===== src/rtl/spi_tx_fifo.sv =====
// spi_tx_fifo: host-to-SPI transmit FIFO (circular buffer, 1-cycle read latency).
//
// Ports:
//   clk, rst          - rising-edge clock, synchronous active-high reset
//   din, din_valid    - host write data / strobe (one word per cycle)
//   flush             - synchronous clear of the contents
//   full, almost_full - used = depth_g / used >= almost_full_g (registered)
//   used              - current word count (registered)
//   overflow          - 1-cycle pulse after a write dropped because full
//   rd_req            - read request from the SPI master
//   dout, dout_valid  - read data, presented the cycle after an accepted read
//   empty             - used = 0 (registered)
//   underflow         - 1-cycle pulse after a read requested while empty
module spi_tx_fifo #(
  parameter int data_width_g  = 8,
  parameter int depth_g       = 16,
  parameter int almost_full_g = 12
) (
  input  logic                       clk,
  input  logic                       rst,
  input  logic [data_width_g-1:0]    din,
  input  logic                       din_valid,
  input  logic                       flush,
  output logic                       full,
  output logic                       almost_full,
  output logic [$clog2(depth_g):0]   used,
  output logic                       overflow,
  input  logic                       rd_req,
  output logic [data_width_g-1:0]    dout,
  output logic                       dout_valid,
  output logic                       empty,
  output logic                       underflow
);

  localparam int AW = $clog2(depth_g);
  localparam logic [AW:0] ONE     = (AW+1)'(1);
  localparam logic [AW:0] FULL_CNT = (AW+1)'(depth_g);
  localparam logic [AW:0] AF_CNT   = (AW+1)'(almost_full_g);

  logic [data_width_g-1:0] mem [depth_g];
  logic [AW-1:0]           wr_ptr, rd_ptr;
  logic [AW:0]             used_nxt;
  logic                    wr_ok, rd_ok;

  // Acceptance uses the registered flags, so a full FIFO drops a write even
  // when a read frees a slot in the same cycle.
  assign wr_ok = din_valid & ~full;
  assign rd_ok = rd_req & ~empty;

  always_comb begin
    used_nxt = used;
    unique case ({wr_ok, rd_ok})
      2'b10:   used_nxt = used + ONE;
      2'b01:   used_nxt = used - ONE;
      default: used_nxt = used;
    endcase
  end

  // Storage carries no reset; guarded so flush/reset cycles write nothing.
  always_ff @(posedge clk) begin
    if (!rst && !flush && wr_ok) mem[wr_ptr] <= din;
  end

  always_ff @(posedge clk) begin
    if (rst) begin
      wr_ptr      <= '0;
      rd_ptr      <= '0;
      used        <= '0;
      empty       <= 1'b1;
      full        <= 1'b0;
      almost_full <= 1'b0;
      dout        <= '0;
      dout_valid  <= 1'b0;
      overflow    <= 1'b0;
      underflow   <= 1'b0;
    end else if (flush) begin
      // dout keeps its last value; everything else returns to empty.
      wr_ptr      <= '0;
      rd_ptr      <= '0;
      used        <= '0;
      empty       <= 1'b1;
      full        <= 1'b0;
      almost_full <= 1'b0;
      dout_valid  <= 1'b0;
      overflow    <= 1'b0;
      underflow   <= 1'b0;
    end else begin
      if (wr_ok) wr_ptr <= wr_ptr + 1'b1;
      if (rd_ok) begin
        rd_ptr <= rd_ptr + 1'b1;
        dout   <= mem[rd_ptr];
      end
      dout_valid  <= rd_ok;
      overflow    <= din_valid & full;
      underflow   <= rd_req & empty;
      used        <= used_nxt;
      empty       <= (used_nxt == '0);
      full        <= (used_nxt == FULL_CNT);
      almost_full <= (used_nxt >= AF_CNT);
    end
  end

endmodule


===== config.mk =====
export PLATFORM = sky130hd
export DESIGN_NAME = spi_tx_fifo
export DESIGN_NICKNAME = d
export VERILOG_FILES = /design/src/rtl/spi_tx_fifo.sv
export SDC_FILE = /design/constraint.sdc
export NUM_CORES = 1
export LEC_CHECK = 0
export BUFFER_PORTS_ARGS = -buffer_cell sky130_fd_sc_hd__clkbuf_2
export CAP_MARGIN = 20
export CELL_PAD_IN_SITES_DETAIL_PLACEMENT = 0
export CELL_PAD_IN_SITES_GLOBAL_PLACEMENT = 1
export CORE_MARGIN = 2
export CORE_UTILIZATION = 44
export CTS_CLUSTER_SIZE = 14
export DETAILED_ROUTE_END_ITERATION = 6
export PLACE_DENSITY_LB_ADDON = 0.1
export REMOVE_ABC_BUFFERS = 1
export SYNTH_ARGS = -nofsm -noshare
export SYNTH_HDL_FRONTEND = slang
export SYNTH_SLANG_ARGS = --single-unit

===== constraint.sdc =====
create_clock -name clk -period 4.1 [get_ports clk]
set_clock_uncertainty 0.15 [all_clocks]
set_input_delay 1.025 -clock clk [delete_from_list [all_inputs] [get_ports clk]]
set_output_delay 1.025 -clock clk [all_outputs]
set_load 0.05 [all_outputs]

# After elaboration in Yosys (flattened, before gate mapping)
# Memory sizes are Yosys's and may differ from the RTL's. A register that Yosys moved wholly into a read port is not among the register bits.
# Cells that the tools add are included.
[classes]
add_sub_neg = 4
magnitude_cmp = 1
eq_ne = 3
mux = 3
bitwise = 7
reduce_logical = 7
[op_table]
columns = ["op", "count"]
rows = [
  ["$pmux W5 S2", 1],
  ["$add A4 B1 Y4 const B", 2],
  ["$add A5 B1 Y5 const B", 1],
  ["$eq A5 B5 Y1 const B", 1],
  ["$ge A5 B4 Y1 const B", 1],
  ["$logic_not A5 Y1", 1],
  ["$sub A5 B1 Y5 const B", 1],
  ["$and A1 B1 Y1", 4],
  ["$not A1 Y1", 3],
  ["$eq A2 B1 Y1 const B", 1],
  ["$eq A2 B2 Y1 const B", 1],
  ["$logic_and A1 B1 Y1", 2],
  ["$logic_not A1 Y1", 2],
  ["$mux W1", 2],
  ["$reduce_and A2 Y1", 1],
  ["$reduce_or A2 Y1", 1],
]
[word_totals]
regBits = 19
ramBits = 128
in_bits = 13
out_inout_bits = 19
wordCells = 35
memories = 1
[mem_list]
columns = ["name", "words", "width", "read_ports", "rd_ports_with_merged_regs", "wr", "line_no", "rtl"]
rows = [
  ["mem", 16, 8, 1, 1, 1, "40", "logic [data_width_g-1:0] mem [depth_g];"],
]

# Depth between registers and ports, before layout
[logic_depth]
depth_word = 5
mapped_depth = 13
depth_no_buf = 11

# Worst setup path before layout
# OpenSTA, ideal clock, no wires.
[synth_timing]
path_kind = "input to register"
startpoint = "in din_valid"
endpoint = "reg full"
setup_time_ps = 88
arrival_ps = 3186
t_required_ps = 3862
path_slack_ps = 676
path_stages = 13
path_buffers = 2
path_cell_list = "nor2b_1 > clkbuf_1 > inv_1 > ha_1 > buf_6 > xor2_1 > ha_1 > o21ai_0 > nor2_1 > a21oi_1 > a2111oi_4 > xnor2_1 > nor4_2"
[synth_via]
elab_chain_len = 4
word_cells_on_any_way = 5
classes_between = "eq/ne: 3; mux: 1; bitwise: 1"
[synth_rtl]
columns = ["element", "line_no", "rtl"]
rows = [
  ["start: declaration", "22", "input logic din_valid,"],
  ["$and A1 B1 Y1 *", "47", "assign wr_ok = din_valid & ~full;"],
  ["$eq A2 B1 Y1 or $eq A2 B2 Y1 (tied branches)", "52", "unique case ({wr_ok, rd_ok})"],
  ["$pmux W5 S2 *", "52", ""],
  ["$eq A5 B5 Y1 *", "98", "full <= (used_nxt == FULL_CNT);"],
  ["end signal: assignment", "98", ""],
  ["end: declaration", "24", "output logic full,"],
]
# Every way passes the cells marked *; elsewhere a longest branch is shown, timed or not.
# A chain may end at the register's enable or synchronous reset.

# Worst setup path after layout
# Same ends and word-level chain as after synthesis.

==> impl_metrics.ini <==
[timing]
setup_viol = 0
finalHoldViolations = 0
fmax_ghz = 0.330
grt_setup_unrepaired = false
tightest_slew_ps = 832
timing_max_transition_violations_final = 0
timing.final.crit_share_pct = 73.9
setup_total_negative_slack_ps = 0
timing.slew.headroom_pct = 44.4
fin_crit_ps = 3030

[routing]
avgRoutedWirePerCell_microns = 20.7
detail_route.drc_violations = 0
drt_wl_total_mm = 12.5
final_antenna_net_count = 0
dr_total_vias = 3245
dr.pass1.iters = 4
vias_per_inst = 5.36
drt_iter0_drc = 240

[logic_synthesis]
synth_cell_type_count = 38
ys_warn_count = 0
synth.top_cells.by_area = sky130_fd_sc_hd__edfxtp_1 (62%), sky130_fd_sc_hd__mux4_2 (12%), sky130_fd_sc_hd__dfxtp_1 (8.7%)
share_of_the_synthesized_area_in_the_top_cell_type_pct = 62.1
synth_compound_gate_area_share_pct = 5.28
synth_area_leader_cell = sky130_fd_sc_hd__edfxtp_1
post_synth_fa_ha_maj_area_fraction_pct = 1.62
seq_area_frac_synth_pct = 70.9
post_synth_mux_area_share_pct = 12.1
synth_xor_xnor_area_share_pct = 1.98
synthCells = 364
synth_area_sq_um = 6180
largest_family_of_logic_cells_by_synthesized_area = multiplexers
synthesized_area_fraction_occupied_by_and_or_nand_nor_cells_pct = 5.71
synthesis.area_per_instance_sq_um = 17.0
synth.ff_latch_count = 155

[critical_path]
worst-endpoint-arrival_ps = 3210
critical_path.slowest_cell = sky130_fd_sc_hd__ha_1
crit_start = din_valid
crit_path_start_kind = primary input
worst_path_fanout_max = 10
path_depth = 12
reg2reg_depth = 11
timing.critical_path.cells = clkbuf_2, nor2b_1, inv_1, ha_1, xor2_1, ha_1, o21ai_0, nor2_1, a21oi_1, a2111oi_4, xnor2_1, nor4_2
path_common_cell = sky130_fd_sc_hd__ha_1
timing_worst_setup_path_type = in -> reg
cp_data_required_time_ps = 4280
cp_num_buf_inv = 2
cp-end-kind = register
worst_path_largest_cell_delay_ps = 410
worst_r2r_src = full$_SDFF_PP0_
cp_top_family = adder cells

[clock_tree]
clkTransAtPathRegs_ps = 60
tritoncts = built
clock_h_tree_levels = 4
hold_buffers = 0
clock_tree.root_cell = sky130_fd_sc_hd__clkbuf_16
cts_buffer_depth = 2
clkLatencyLatePin_ps = 420
number_of_buffers_added_for_setup_after_cts = 0
cts_made_buffers = 17
cts-resized-gates = 0
clkSinkCount = 155

[floorplan]
total_die_area_sq_um = 15000
design.core.area_sq_um = 13800
die_width_microns = 123
core.rowCount = 43
floorplan.initialDensity_pct = 44.7
die-height_microns = 123
number_of_top_level_pins = 32

[pwr]
seqPwrFrac_pct = 51.5
cell_int_power_mw = 2.68
power.share.combinational_pct = 3.3
net_switching_power_figure_mw = 0.657
vdd.ir_drop.worst_mv = 0.280
power.share.clock_pct = 45.2
power.density_nw_per_um2 = 465
netSwitchingFraction_pct = 19.7
total_power_mw = 3.34
static-leakage-power_nw = 2.42

[grt]
grt_pass1_vias = 3276
globalRoute.totalOverflow = 0
globalRouteTotalUtil_pct = 18.5
antenna_found_initial = 0
pin_count_of_the_biggest_net_entering_global_routing = 36
grt_first_pass_wirelength_mm = 19.4

[place]
place.gp.congestion = 0.806
hpwl_dp_mm = 7.99
numPortBuffers = 31

[job]
drv_cap = 0

[hold_path]
hold_depth = 2
worstHoldStart = dout[1]$_SDFFE_PP0P_
hold_class = reg -> reg

[run_status]
run_status = finished clean

[finish]
final_net_count = 433
area.growth.synth_to_final_pct = 15.9
layout-drive-gt1-share_pct = 27.5
antenna_cells_inserted = 0
fillerInstances = 1146
-- cell type report --
| class | count | area (sq um) | share of cell area [%] |
|---|---|---|---|
| inverters | 4 | 15.0 | 0.209 |
| multi-input cells | 181 | 1650 | 23.1 |
| well taps | 180 | 225 | 3.14 |
| repair buffers | 53 | 320 | 4.47 |
| clock inverters | 10 | 96.3 | 1.34 |
| flip-flops and latches | 155 | 4390 | 61.2 |
| clock buffers | 22 | 474 | 6.61 |
-- power groups by stage --
stage	clock network, mW	logic (mW)	registers, mW
global placement	0	0.111	1.75
detailed placement	0	0.112	1.75
finish	1.51	0.110	1.72
global route	1.60	0.123	1.72
CTS	1.54	0.113	1.72
floorplan	0	0.0464	1.77
-- flip-flops by register name, summed over array words and instances, names as in the netlist --
signal	cells
empty	1
rd_ptr	4
wr_ptr	4
overflow	1
dout	8
underflow	1
mem	128
full	1
almost_full	1
dout_valid	1
used	5
-- cells by family after synthesis --
logic type / after synthesis
muxes: 35
xor gates and xnor gates: 14
adders and majority gates: 8
and+or+nand+nor: 75
AOI/OAI and AO/OA: 49
buffers and inverters: 28
DFF: 155
-- layer usage --
layer  GRT usage [%]  wire length (microns)
met5               0                      0
met4            5.82                     87
met3            4.97                    561
met2            29.2                   6240
met1            25.1                   5640
-- synthesized netlist by cell type, drive strengths merged --
| cell | count |
|---|---|
| and2 | 1 |
| o21ai | 5 |
| buf | 11 |
| inv | 4 |
| or3 | 1 |
| o31ai | 1 |
| xor2 | 9 |
| a22o | 1 |
| a31oi | 1 |
| o32a | 1 |
| o22ai | 1 |
| nor2 | 43 |
| nand2 | 3 |
| a2111oi | 1 |
| nand3 | 5 |
| a22oi | 16 |
| nor2b | 6 |
| a21boi | 1 |
| nor4 | 1 |
| mux4 | 32 |
| a21o | 1 |
| ha | 8 |
| nand4 | 2 |
| nand2b | 3 |
| edfxtp | 128 |
| a21oi | 20 |
| or2 | 1 |
| and3 | 2 |
| dfxtp | 27 |
| nor3 | 7 |
| clkbuf | 13 |
| xnor2 | 5 |
| mux2i | 3 |
-- worst paths after layout --
check,to,slack [ps]
setup / recovery,full$_SDFF_PP0_,1070
hold / removal,dout[1]$_SDFFE_PP0P_,340
setup reg to reg,full$_SDFF_PP0_,1470
hold reg to reg,dout[1]$_SDFFE_PP0P_,340
-- worst reg2reg max path: cells and delay by family (launching register included) --
family	cells	cell delay, ps
flip-flops	1	330
adder cells (fa/ha/maj)	2	620
buffers and inverters	1	80
XOR/XNOR	2	380
AO/OA/AOI/OAI	3	530
AND/OR/NAND/NOR	3	470
-- cell usage in the layout, fill, tap and decap left out, types with 9 or more instances in the layout --
cell type / count
sky130_fd_sc_hd__edfxtp_1: 128
sky130_fd_sc_hd__nor2_1: 43
sky130_fd_sc_hd__mux4_2: 32
sky130_fd_sc_hd__clkbuf_2: 31
sky130_fd_sc_hd__dfxtp_1: 26
sky130_fd_sc_hd__buf_4: 22
sky130_fd_sc_hd__a21oi_1: 20
sky130_fd_sc_hd__clkbuf_16: 17
sky130_fd_sc_hd__a22oi_1: 16
sky130_fd_sc_hd__xor2_1: 9
-- through the flow --
stage | hold slack [ps] | worst slack (ps) | instance area, sq um | util [%] | cells
6_report | 344 | 1070 | 7170 | 51.9 | 605
3_3_place_gp | 315 | 709 | 6600 | 47.7 | 573
3_5_place_dp | 338 | 654 | 6600 | 47.7 | 573
4_1_cts | 351 | 1080 | 7170 | 51.9 | 605
2_1_floorplan | 378 | 583 | 6050 | - | 340
5_1_grt | 384 | 878 | 7170 | 51.9 | 605
No activity file was read; power rests on OpenSTA's default activity.
